File: config.mk
export PLATFORM = sky130hd
export DESIGN_NAME = div_unit
export DESIGN_NICKNAME = d
export VERILOG_FILES = /design/src/rtl/div_unit_pkg.sv /design/src/rtl/div_step.sv /design/src/rtl/div_unit.sv
export SDC_FILE = /design/constraint.sdc
export NUM_CORES = 1
export LEC_CHECK = 0
export ABC_CLOCK_PERIOD_IN_PS = 7150
export BUFFER_PORTS_ARGS = -buffer_cell sky130_fd_sc_hd__buf_2
export CAP_MARGIN = 20
export CORE_MARGIN = 1.5
export CORE_UTILIZATION = 61
export CTS_CLUSTER_SIZE = 40
export DETAILED_ROUTE_END_ITERATION = 10
export PLACE_DENSITY_LB_ADDON = 0.12
export SLEW_MARGIN = 15
export SYNTH_ARGS = -nofsm -noshare
export SYNTH_HDL_FRONTEND = slang
export SYNTH_HIERARCHICAL = 1
export SYNTH_SLANG_ARGS = --single-unit
File: constraint.sdc
create_clock -name clk -period 7.15 [get_ports clk]
set_input_delay 1.0725 -clock clk [delete_from_list [all_inputs] [get_ports clk]]
set_output_delay 1.0725 -clock clk [all_outputs]
set_load 0.01 [all_outputs]
File: src/rtl/div_unit_pkg.sv
// Shared definitions for the iterative RV32M divider.
package div_unit_pkg;

    typedef enum logic [2:0] {
        OP_DIV  = 3'b100,
        OP_DIVU = 3'b101,
        OP_REM  = 3'b110,
        OP_REMU = 3'b111
    } div_op_e;

    typedef enum logic [1:0] {
        IDLE = 2'd0,
        BUSY = 2'd1,
        DONE = 2'd2
    } div_state_e;

    localparam int          DIV_ITERS     = 32;
    localparam logic [31:0] DIV_BY_ZERO_Q = '1;
    localparam logic [31:0] INT_MIN       = 32'h8000_0000;

endpackage

File: src/rtl/div_step.sv
// One restoring-division iteration: shift in the next dividend bit, trial subtract.
module div_step
    import div_unit_pkg::*;
#(
    parameter int XLEN = 32
) (
    input  logic [XLEN-1:0] rem,
    input  logic            quo_msb,
    input  logic [XLEN-1:0] dvsr,
    output logic [XLEN-1:0] rem_nxt,
    output logic            q_bit
);

    logic [XLEN:0] shifted;
    logic [XLEN:0] trial;

    assign shifted = {rem, quo_msb};
    assign trial   = shifted - {1'b0, dvsr};
    // rem < dvsr on entry, so a non-negative trial always fits back into XLEN bits
    assign q_bit   = ~trial[XLEN];
    assign rem_nxt = q_bit ? trial[XLEN-1:0] : shifted[XLEN-1:0];

endmodule

File: src/rtl/div_unit.sv
// Iterative radix-2 DIV/DIVU/REM/REMU unit for the EXE stage; raises div_busy while computing.
module div_unit
    import div_unit_pkg::*;
#(
    parameter int XLEN = 32
) (
    input  logic            clk,
    input  logic            reset,
    input  logic            start,
    input  logic [2:0]      fun3,
    input  logic [XLEN-1:0] op_a,
    input  logic [XLEN-1:0] op_b,
    input  logic            flush,
    input  logic            advance,
    output logic            div_busy,
    output logic            result_valid,
    output logic [XLEN-1:0] result
);

    div_state_e      state;
    div_op_e         op;
    div_op_e         op_in;
    logic [4:0]      cnt;
    logic [XLEN-1:0] rem, quo, dvsr;
    logic            neg_q, neg_r;
    logic            accept, signed_in, rem_in, special;
    logic [XLEN-1:0] special_res, final_res, step_rem, q_final;
    logic            step_q;

    function automatic logic [XLEN-1:0] magnitude(input logic signed [XLEN-1:0] v,
                                                  input logic sgn);
        logic signed [XLEN-1:0] n;
        n = -v;
        return (sgn && (v < 0)) ? $unsigned(n) : $unsigned(v);
    endfunction

    function automatic logic [XLEN-1:0] neg_if(input logic [XLEN-1:0] v, input logic n);
        return n ? (XLEN'(0) - v) : v;
    endfunction

    assign op_in     = div_op_e'(fun3);
    assign signed_in = (op_in == OP_DIV) || (op_in == OP_REM);
    assign rem_in    = (op_in == OP_REM) || (op_in == OP_REMU);
    assign accept    = (state == IDLE) && start && !flush;

    // Zero divisor and INT_MIN / -1 bypass the iteration entirely
    assign special = (op_b == '0) || (signed_in && (op_a == INT_MIN) && (op_b == '1));
    always_comb begin
        special_res = '0;
        if (op_b == '0) special_res = rem_in ? op_a : DIV_BY_ZERO_Q;
        else            special_res = rem_in ? '0 : INT_MIN;
    end

    div_step #(.XLEN(XLEN)) u_step (
        .rem     (rem),
        .quo_msb (quo[XLEN-1]),
        .dvsr    (dvsr),
        .rem_nxt (step_rem),
        .q_bit   (step_q)
    );

    assign q_final   = {quo[XLEN-2:0], step_q};
    assign final_res = ((op == OP_REM) || (op == OP_REMU)) ? neg_if(step_rem, neg_r)
                                                           : neg_if(q_final, neg_q);

    always_ff @(posedge clk or posedge reset) begin
        if (reset) begin
            state  <= IDLE;
            cnt    <= '0;
            result <= '0;
        end else if (flush) begin
            state <= IDLE;
        end else begin
            case (state)
                IDLE: if (start) begin
                    if (special) begin
                        state  <= DONE;
                        result <= special_res;
                    end else begin
                        state <= BUSY;
                        cnt   <= 5'(DIV_ITERS - 1);
                    end
                end
                BUSY: if (cnt == 5'd0) begin
                    state  <= DONE;
                    result <= final_res;
                end else begin
                    cnt <= cnt - 5'd1;
                end
                DONE: if (advance) state <= IDLE;
                default: state <= IDLE;
            endcase
        end
    end

    // Operand/iteration datapath
    always_ff @(posedge clk) begin
        if (accept) begin
            op    <= op_in;
            quo   <= magnitude(op_a, signed_in);
            dvsr  <= magnitude(op_b, signed_in);
            rem   <= '0;
            neg_q <= signed_in && (op_a[XLEN-1] ^ op_b[XLEN-1]);
            neg_r <= signed_in && op_a[XLEN-1];
        end else if (state == BUSY) begin
            rem <= step_rem;
            quo <= q_final;
        end
    end

    assign div_busy     = (((state == IDLE) && start) || (state == BUSY)) && !flush;
    assign result_valid = (state == DONE);

endmodule
======== Yosys cells after proc, flatten, opt, wreduce, memory -nomap -nowiden ========
Index checks and enable logic that the tools add are counted.
word-level totals
  bits in registers ....................... 140
  word-level logic and storage cells ...... 85
  bits of input ports ..................... 72
cells by class
  $lt $le $gt $ge ......................... 2
  bitwise logic cells ..................... 3
  reductions and logical operators ........ 23
  multiplexer cells ....................... 25
  add/sub/neg operators ................... 6
  equality and inequality tests ........... 17
operators by type and width
  kind                                                                            count
  32-bit 2-to-1 mux                                                               14
  32-bit equality test (second input constant)                                    2
  32-bit by 1-bit less-than comparator with 1-bit output (second input constant)  2
  32-bit negation                                                                 2
  32-bit one-hot mux with 2 select lines                                          1
  1-bit by 32-bit subtractor with 32-bit output (first input constant)            2
  33-bit by 32-bit subtractor with 33-bit output                                  1
  32-bit zero test                                                                1
  3-bit equality test (second input constant)                                     5
  5-bit 2-to-1 mux                                                                3
  2-bit 2-to-1 mux                                                                5
  2-bit inequality test (second input constant)                                   5
  5-bit one-hot mux with 2 select lines                                           1
  5-bit AND reduction                                                             2
  1-bit logical AND                                                               9
  3-bit inequality test (second input constant)                                   3
  2-bit one-hot mux with 3 select lines                                           1
  5-bit zero test                                                                 1
  1-bit logical OR                                                                5
  5-bit by 1-bit subtractor with 5-bit output (second input constant)             1
  2-bit nonzero test                                                              2
  3-bit AND reduction                                                             1
  2-bit by 1-bit equality test with 1-bit output (second input constant)          1
  2-bit equality test (second input constant)                                     1
  4 further kinds                                                                 5

======== Longest topological paths before layout ========
Gate-level depths: netlist of the first run.
  depth in word-level cells ............... 9
  mapped depth ............................ 24

======== By module ========
Netlist of the first run, hierarchy kept.
by module, submodules not included
  module    area an instance (µm²)  times used  cells each  sequential area each (µm²)
  div_unit  8837.2                  1           995         3658.5
  div_step  2317.2                  1           309         0.0

======== Worst setup path before layout of the first run ========
OpenSTA, ideal clock, no wires.
  path kind ............................... register to register
  start point ............................. reg dvsr[0]
  end point ............................... reg result[30]
  data arrival time ....................... 5.094 ns
  slack ................................... 1.932 ns
  setup time .............................. 0.124 ns
  required time ........................... 7.026 ns
  stages on the path, launching flop included .. 24
  path buffers ............................ 4
  period minus slack after synthesis ...... 5.218 ns
  cell sequence ........................... edfxtp_1 -> ha_1 -> fa_1 -> and2b_1 -> o2111ai_2 -> a21oi_2 -> o211ai_2 -> a211oi_4 -> nor2_4 -> mux2i_4 -> and2_4 -> buf_12 -> inv_8 -> buf_12 -> inv_1 -> ha_1 -> or3b_2 -> clkbuf_1 -> or4_1 -> buf_2 -> o41ai_1 -> xor2_1 -> a211oi_1 -> a211o_1
on the way
  cells in the longest elaborated chain, start to end .. 7
  elaborated cells on any way between the ends .. 10
  those cells by class .................... add/sub: 3; mux: 6; bitwise: 1
ends and longest elaborated chain
  what                                            line             RTL
  start: declaration                              div_unit.sv:24   logic [XLEN-1:0] rem, quo, dvsr;
  start signal: assignment                        div_unit.sv:101  dvsr <= magnitude(op_b, signed_in);
  33-bit by 32-bit subtractor with 33-bit output  div_step.sv:18   assign trial = shifted - {1'b0, dvsr};
  1-bit inverter                                  div_step.sv:20   assign q_bit = ~trial[XLEN];
  net step_q                                      div_unit.sv:28   logic step_q;
  1-bit by 32-bit subtractor with 32-bit output   div_unit.sv:38   return n ? (XLEN'(0) - v) : v;
  32-bit 2-to-1 mux                               div_unit.sv:38
  32-bit 2-to-1 mux                               div_unit.sv:63   assign final_res = ((op == OP_REM) || (op == OP_REMU)) ? neg_if(step_rem, neg_r)
  32-bit 2-to-1 mux                               div_unit.sv:84   BUSY: if (cnt == 5'd0) begin
  32-bit one-hot mux with 2 select lines          div_unit.sv:74   case (state)
  end signal: assignment                          div_unit.sv:78   result <= special_res;
  end signal: assignment                          div_unit.sv:86   result <= final_res;
  end: declaration                                div_unit.sv:17   output logic [XLEN-1:0] result
The timed path passes the listed nets, and every way through them passes these cells. The select of a mux whose other input is x is not followed.
A chain may end at the register's enable or synchronous reset.

======== Worst setup path in the final report of the first run ========
  start point ............................. reg quo[31]
  end point ............................... reg result[30]
on the way
  cells in the longest elaborated chain, start to end .. 7
  elaborated cells on any way between the ends .. 10
  those cells by class .................... add/sub: 3; mux: 6; bitwise: 1
ends and longest elaborated chain
  what                                            line             RTL
  start: declaration                              div_unit.sv:24
  start signal: assignment                        div_unit.sv:100  quo <= magnitude(op_a, signed_in);
  start signal: assignment                        div_unit.sv:107  quo <= q_final;
  33-bit by 32-bit subtractor with 33-bit output  div_step.sv:18
  1-bit inverter                                  div_step.sv:20
  net step_q                                      div_unit.sv:28
  1-bit by 32-bit subtractor with 32-bit output   div_unit.sv:38
  32-bit 2-to-1 mux                               div_unit.sv:38
  32-bit 2-to-1 mux                               div_unit.sv:63
  32-bit 2-to-1 mux                               div_unit.sv:84
  32-bit one-hot mux with 2 select lines          div_unit.sv:74
The timed path passes the listed nets, and every way through them passes these cells. The select of a mux whose other input is x is not followed.

==> reports/summary.txt, run 1 <==
outcome -> finished clean
Post-synth ARST share -> 0.281
adder-cell share of the synthesized area -> 0.0455
Period Utilization, post-route -> 0.799
top-area cell type share of the netlist area -> 0.183
DIE WIDTH -> 138 microns
static leakage -> 5.08 nW
IO buf count -> 105
row count -> 49
R2R setup slack -> 1.44 ns
Post-Syn Area -> 11200 sq um
router iterations before antenna repair -> 5
H-tree Lvls -> 4
CP endpoint kind -> flop
CP endpoint -> result[30]$_DFFE_PP0P_
Final WS setup -> 1.44 ns
reg2reg start -> quo[31]$_DFFE_PP_
syn_nets -> 1416
Area growth, synth to finish -> 10.6%
CP startpoint kind -> flop
Via density -> 6.50
Fin. Hold Viols -> 0
RSZ-0062 raised after global routing -> no
CP Launch Point -> quo[31]$_DFFE_PP_
Max transition margin -> 0.289
Clock transition at path regs -> 0.06 ns
Synth Warn # -> 6
Max rail drop VDD -> 354 uV
minimum clock period -> 5.71 ns
die height -> 138 microns
Remaining DRCs -> 0
IO Count -> 106
Pwr Density -> 380 nW/um^2
Starting DRT DRC Count -> 1048
full die area -> 19100 sq um
CTS tree -> yes
setup_tns -> 0 ns
post-synth top area cell -> edfxtp_1
worst reg2reg endpoint -> result[30]$_DFFE_PP0P_
top post-synthesis cells by area -> edfxtp_1 (18%), dfrtp_1 (8.7%), xnor2_1 (6.5%)
largest family of logic cells by synthesized area -> compound AO/OA/AOI/OAI gates
total grt overflow -> 0
Starting Density -> 0.621
post-synthesis mux area share -> 0.0489
Mapped Cells -> 1304
global-route wire length before repair -> 52700 microns
worst slack, placed -> 1.54 ns
DP Cell Count -> 1579
Num CTS Buffers -> 17
number of diodes -> 0
Nets -> 1481
# fillers -> 1539
Via Count -> 10500
max-slew violation count -> 0
Routed Antenna Nets -> 0
Avg WL per Cell -> 20.1 microns
Most used DFF post-synth -> edfxtp_1
Post-Layout Cell Count -> 1611
FMAX -> 175 MHz
CTS sink cnt -> 139
layout cell share with drive strength beyond 1 -> 0.157
XOR/XNOR share of the synthesized area -> 0.107
Crit Path Class -> flop to flop
DRT Wirelength -> 32400 microns
post-synthesis cell type count -> 87
worst hold path type -> flop to flop
post-DP HPWL -> 23800 microns
WP data arrival -> 6.03 ns
Post-CTS Resized -> 0
Clock Skew -> 0.00980 ns
largest net degree at the start of global routing -> 56
CTS Hold Bufs -> 0
Hold WS -> 0.473 ns
Synth Area in Simple Gates -> 0.194
worst path required time -> 7.47 ns
vias in the first global route -> 9758
#FFs+latches synth -> 139
Clk Latency, worst-skew pair -> 0.43 ns
GP Congestion -> 0.940
critical path fanouts, max -> 27
Core ar. -> 18000 sq um
Worst-Margin Slew -> 1.06 ns
post-route design area -> 12300 sq um
Placement Cell Area -> 11700 sq um
initial antenna violation count -> 0
area of the multi-input gates -> 6880 sq um
Setup Buffers After CTS -> 0
all-layer global routing usage -> 0.344
sequential cell area -> 3660 sq um
worst reg2reg path depth -> 20
# setup viols final -> 0
syn_area_per_cell -> 8.55 sq um
max_cap viols -> 0
Synth Area in Compound Gates -> 0.220
maximum buffer depth of the clock tree -> 2
Post-synth EDFFs -> 68
root buffer cell -> clkbuf_16
Seq/Total Area, Yosys -> 0.328
## logic make-up after synthesis
logic type	count (synthesis)
adder cells (fa/ha/maj)	40
XOR/XNOR	136
AO/OA/AOI/OAI	388
multiplexers	41
flip-flops	139
AND/OR/NAND/NOR	424
buffers and inverters	136
## final cells by class
type                    count  share of cell area
multi-input cells        1029               0.558
flip-flops and latches    139               0.296
repair buffers            116              0.0503
clock buffers              22              0.0384
well taps                 229              0.0232
inverters                  66              0.0207
clock inverters            10              0.0133
## worst max-delay path: stages, from the launching register on
cell and delay (ns):
edfxtp_1 0.36, inv_1 0.05, ha_1 0.20, fa_1 0.40
and2b_1 0.24, o2111ai_2 0.13, a21oi_2 0.26, o211ai_2 0.16
a211oi_4 0.28, nor2_4 0.08, mux2i_4 0.32, and2_4 0.31
inv_8 0.13, inv_1 0.11, ha_1 0.17, or3b_2 0.54
or4_1 0.74, o41ai_1 0.48, xor2_1 0.21, a211oi_1 0.10
a211o_1 0.32
## state kept, by name (all words and copies together) (netlist names), 2 cells and up
register and cells:
rem 32, op 2, state 2, quo 32, cnt 5, result 32
dvsr 32
## through the flow
step                       util  power [mW]
final                     0.687        4.69
after global routing      0.687        4.97
after CTS                 0.687        4.63
after detailed placement  0.651        3.65
after global placement    0.650        3.60
after floorplan               -        3.07
## cell usage in the layout, fill, tap and decap left out, types with 22 or more instances in the layout
| master | synthesis | final |
|---|---|---|
| a21oi_1 | 108 | 108 |
| a31oi_1 | 27 | 27 |
| buf_2 | 5 | 105 |
| dfrtp_1 | 39 | 39 |
| dfxtp_1 | 32 | 32 |
| edfxtp_1 | 68 | 68 |
| ha_1 | 39 | 39 |
| inv_1 | 64 | 64 |
| mux2_4 | 22 | 22 |
| nand2_1 | 153 | 153 |
| nand3_1 | 26 | 25 |
| nor2_1 | 62 | 62 |
| nor3_1 | 35 | 35 |
| o21ai_0 | 111 | 111 |
| o31ai_1 | 37 | 37 |
| or3_1 | 22 | 22 |
| xnor2_1 | 83 | 83 |
| xor2_1 | 53 | 53 |
## power by group
group | switching [mW] | internal, mW
logic | 1.54 | 1.01
clock network | 0.362 | 0.613
registers | 0.148 | 1.02
## how the worst min path moves through the flow
stage / start / to / slack [ns] / cells past startpoint
floorplan: rem[2]$_SDFFE_PP0P_ / rem[2]$_SDFFE_PP0P_ / 0.45 / 2
global placement: rem[14]$_SDFFE_PP0P_ / rem[14]$_SDFFE_PP0P_ / 0.46 / 2
detailed placement: rem[14]$_SDFFE_PP0P_ / rem[14]$_SDFFE_PP0P_ / 0.47 / 2
global route: rem[12]$_SDFFE_PP0P_ / rem[12]$_SDFFE_PP0P_ / 0.50 / 2
finish: rem[14]$_SDFFE_PP0P_ / rem[14]$_SDFFE_PP0P_ / 0.47 / 2
CTS: rem[14]$_SDFFE_PP0P_ / rem[14]$_SDFFE_PP0P_ / 0.48 / 2
## synthesized netlist by cell type, types with 6 or more instances
cell        n
nand2_1   153
o21ai_0   111
a21oi_1   108
xnor2_1    83
edfxtp_1   68
inv_1      64
nor2_1     62
xor2_1     53
clkbuf_1   49
dfrtp_1    39
ha_1       39
o31ai_1    37
nor3_1     35
dfxtp_1    32
a31oi_1    27
nand3_1    26
mux2_4     22
or3_1      22
o41ai_1    19
or4_1      19
nand4_1    18
a21o_1     15
nor4_1     15
o211ai_1   13
and3_1     11
mux2_2     10
a22oi_1     9
or2_2       9
mux2i_1     8
nand2b_1    8
buf_1       7
a21boi_0    6
and2_1      6
nor2b_1     6
o21a_1      6
## per-layer routing
metal | track usage | up-vias | wire, microns
met1 | 0.482 | 5020 | 14100
met2 | 0.540 | 489 | 14800
met5 | 0 | - | 0
met3 | 0.0620 | 71 | 2540
met4 | 0.119 | 0 | 947
li1 | - | 4897 | -
No activity file was read; power rests on OpenSTA's default activity.
==> run 2: changes to the inputs <==
ABC_CLOCK_PERIOD_IN_PS = 5290   (was 7150)
clock period = 5.29 ns   (was 7.15 ns; I/O delays follow)
==> run 2 against run 1 <==
Against the previous run: sequential share of layout area down 0.57 points; clock-buffer cell count down 1; register-to-register slack worse by 1.3 ns; non-clock buffer count up 27; combinational power up 47%; first-iteration DRC count up 7.3%; largest cell class unchanged; final cell count up 1.7%; clock skew up 0.0019 ns; highest routed layer unchanged.
==> reports/summary.txt, run 2 (synthesis results as in run 1) <==
outcome -> finished clean
Clock transition at path regs -> 0.07 ns
largest net degree at the start of global routing -> 64
Routed Antenna Nets -> 0
Via Count -> 10700
WP data arrival -> 5.42 ns
R2R setup slack -> 0.17 ns
root buffer cell -> clkbuf_16
Area growth, synth to finish -> 12.8%
critical path fanouts, max -> 16
post-DP HPWL -> 24600 microns
Starting Density -> 0.621
worst path required time -> 5.58 ns
DRT Wirelength -> 33500 microns
area of the multi-input gates -> 6940 sq um
IO buf count -> 105
worst slack, placed -> 0.0292 ns
Crit Path Class -> flop to flop
IO Count -> 106
CTS sink cnt -> 139
Core ar. -> 18000 sq um
most common cell after layout, fill and taps aside -> nand2_1
max_cap viols -> 0
CP startpoint kind -> flop
PnR Total Power -> 6.62 mW
Period Utilization, post-route -> 0.969
Via density -> 6.51
reg2reg start -> quo[31]$_DFFE_PP_
all-layer global routing usage -> 0.348
minimum clock period -> 5.12 ns
worst hold path type -> input port to async pin
maximum buffer depth of the clock tree -> 2
# fillers -> 1500
total grt overflow -> 0
post-route design area -> 12600 sq um
static leakage -> 5.24 nW
Worst-Margin Slew -> 1.15 ns
full die area -> 19100 sq um
global-route wire length before repair -> 53100 microns
worst reg2reg path depth -> 20
row count -> 49
Fin. Hold Viols -> 0
CP endpoint -> result[17]$_DFFE_PP0P_
Max transition margin -> 0.236
die height -> 138 microns
router iterations before antenna repair -> 5
FMAX -> 195 MHz
Pwr Density -> 526 nW/um^2
DIE WIDTH -> 138 microns
Num CTS Buffers -> 17
Avg WL per Cell -> 20.5 microns
H-tree Lvls -> 4
Placement Cell Area -> 11900 sq um
Max rail drop VDD -> 355 uV
CTS Hold Bufs -> 0
GP Congestion -> 0.973
CP endpoint kind -> flop
vias in the first global route -> 9788
Hold WS -> 0.482 ns
# setup viols final -> 0
CP Launch Point -> quo[31]$_DFFE_PP_
worst reg2reg endpoint -> result[17]$_DFFE_PP0P_
Remaining DRCs -> 0
Clock Skew -> 0.0117 ns
sequential cell area -> 3660 sq um
initial antenna violation count -> 0
Starting DRT DRC Count -> 1124
most frequent cells in the layout -> nand2_1 (153), o21ai_0 (111), a21oi_1 (108), buf_2 (105), xnor2_1 (83)
max-slew violation count -> 0
number of diodes -> 0
CTS tree -> yes
Nets -> 1508
Clk Latency, worst-skew pair -> 0.44 ns
layout cell share with drive strength beyond 1 -> 0.181
Final WS setup -> 0.165 ns
-- run 2: cell types whose count changed in the layout (fill, tap and decap cells not counted), moves of 2 or more --
cell	delta
buf_4	+28
o41ai_1	-6
o41ai_2	+6
inv_6	+3
bufinv_16	-2
clkbuf_16	+2
clkbuf_8	-2
clkinvlp_4	-2
-- run 2: final cells by class --
class,instances,share of cell area
multi-input combinational,1029,0.552
sequential,139,0.291
timing repair buffer,143,0.0645
clock buffer,21,0.0392
tap,229,0.0228
inverter,66,0.0207
clock inverter,11,0.0100
-- run 2: worst max-delay path, stage by stage, from the launching register on --
cell	delay (ns)
edfxtp_1	0.35
inv_1	0.05
ha_1	0.20
fa_1	0.39
and2b_1	0.24
o2111ai_2	0.13
a21oi_2	0.24
o211ai_2	0.15
a211oi_4	0.32
nor2_4	0.09
mux2i_4	0.19
and2_4	0.19
clkinv_8	0.11
mux2_2	0.36
buf_4	0.16
nor3_1	0.34
nand4_1	0.43
o41ai_1	0.55
xnor2_1	0.18
a22oi_1	0.22
a31oi_1	0.10
-- run 2: routing by layer --
| layer | track usage | wire length (microns) | share of wire |
|---|---|---|---|
| met1 | 0.485 | 14400 | 0.43 |
| met2 | 0.559 | 15900 | 0.47 |
| met3 | 0.0551 | 2440 | 0.073 |
| met4 | 0.109 | 778 | 0.023 |
| met5 | 0 | 0 | 0 |
-- run 2: worst min path at each step --
stage,to,from,cells after the start
CTS,result[3]$_DFFE_PP0P_,reset,3
global placement,rem[16]$_SDFFE_PP0P_,rem[16]$_SDFFE_PP0P_,2
finish,result[2]$_DFFE_PP0P_,reset,3
global route,rem[7]$_SDFFE_PP0P_,rem[7]$_SDFFE_PP0P_,2
detailed placement,rem[6]$_SDFFE_PP0P_,rem[6]$_SDFFE_PP0P_,2
floorplan,rem[2]$_SDFFE_PP0P_,rem[2]$_SDFFE_PP0P_,2
-- run 2: through the flow --
| step | TNS, ns | instances | util |
|---|---|---|---|
| after floorplan | 0 | 1304 | - |
| after global placement | 0 | 1602 | 0.660 |
| after detailed placement | 0 | 1602 | 0.660 |
| after CTS | 0 | 1634 | 0.695 |
| after global routing | -0.0220 | 1638 | 0.700 |
| final | 0 | 1638 | 0.700 |
-- run 2: timing repair --
action | CTS | global route
resized for setup | 0 | 12
buffers inserted | 0 | 4
endpoints found under the setup margin | 0 | 8
-- run 2: where the power goes --
group | total, mW | internal (mW) | switching, mW | leakage [nW]
clock | 1.27 | 0.769 | 0.501 | 0.310
combinational | 3.75 | 1.58 | 2.17 | 3.55
sequential | 1.59 | 1.38 | 0.215 | 1.38
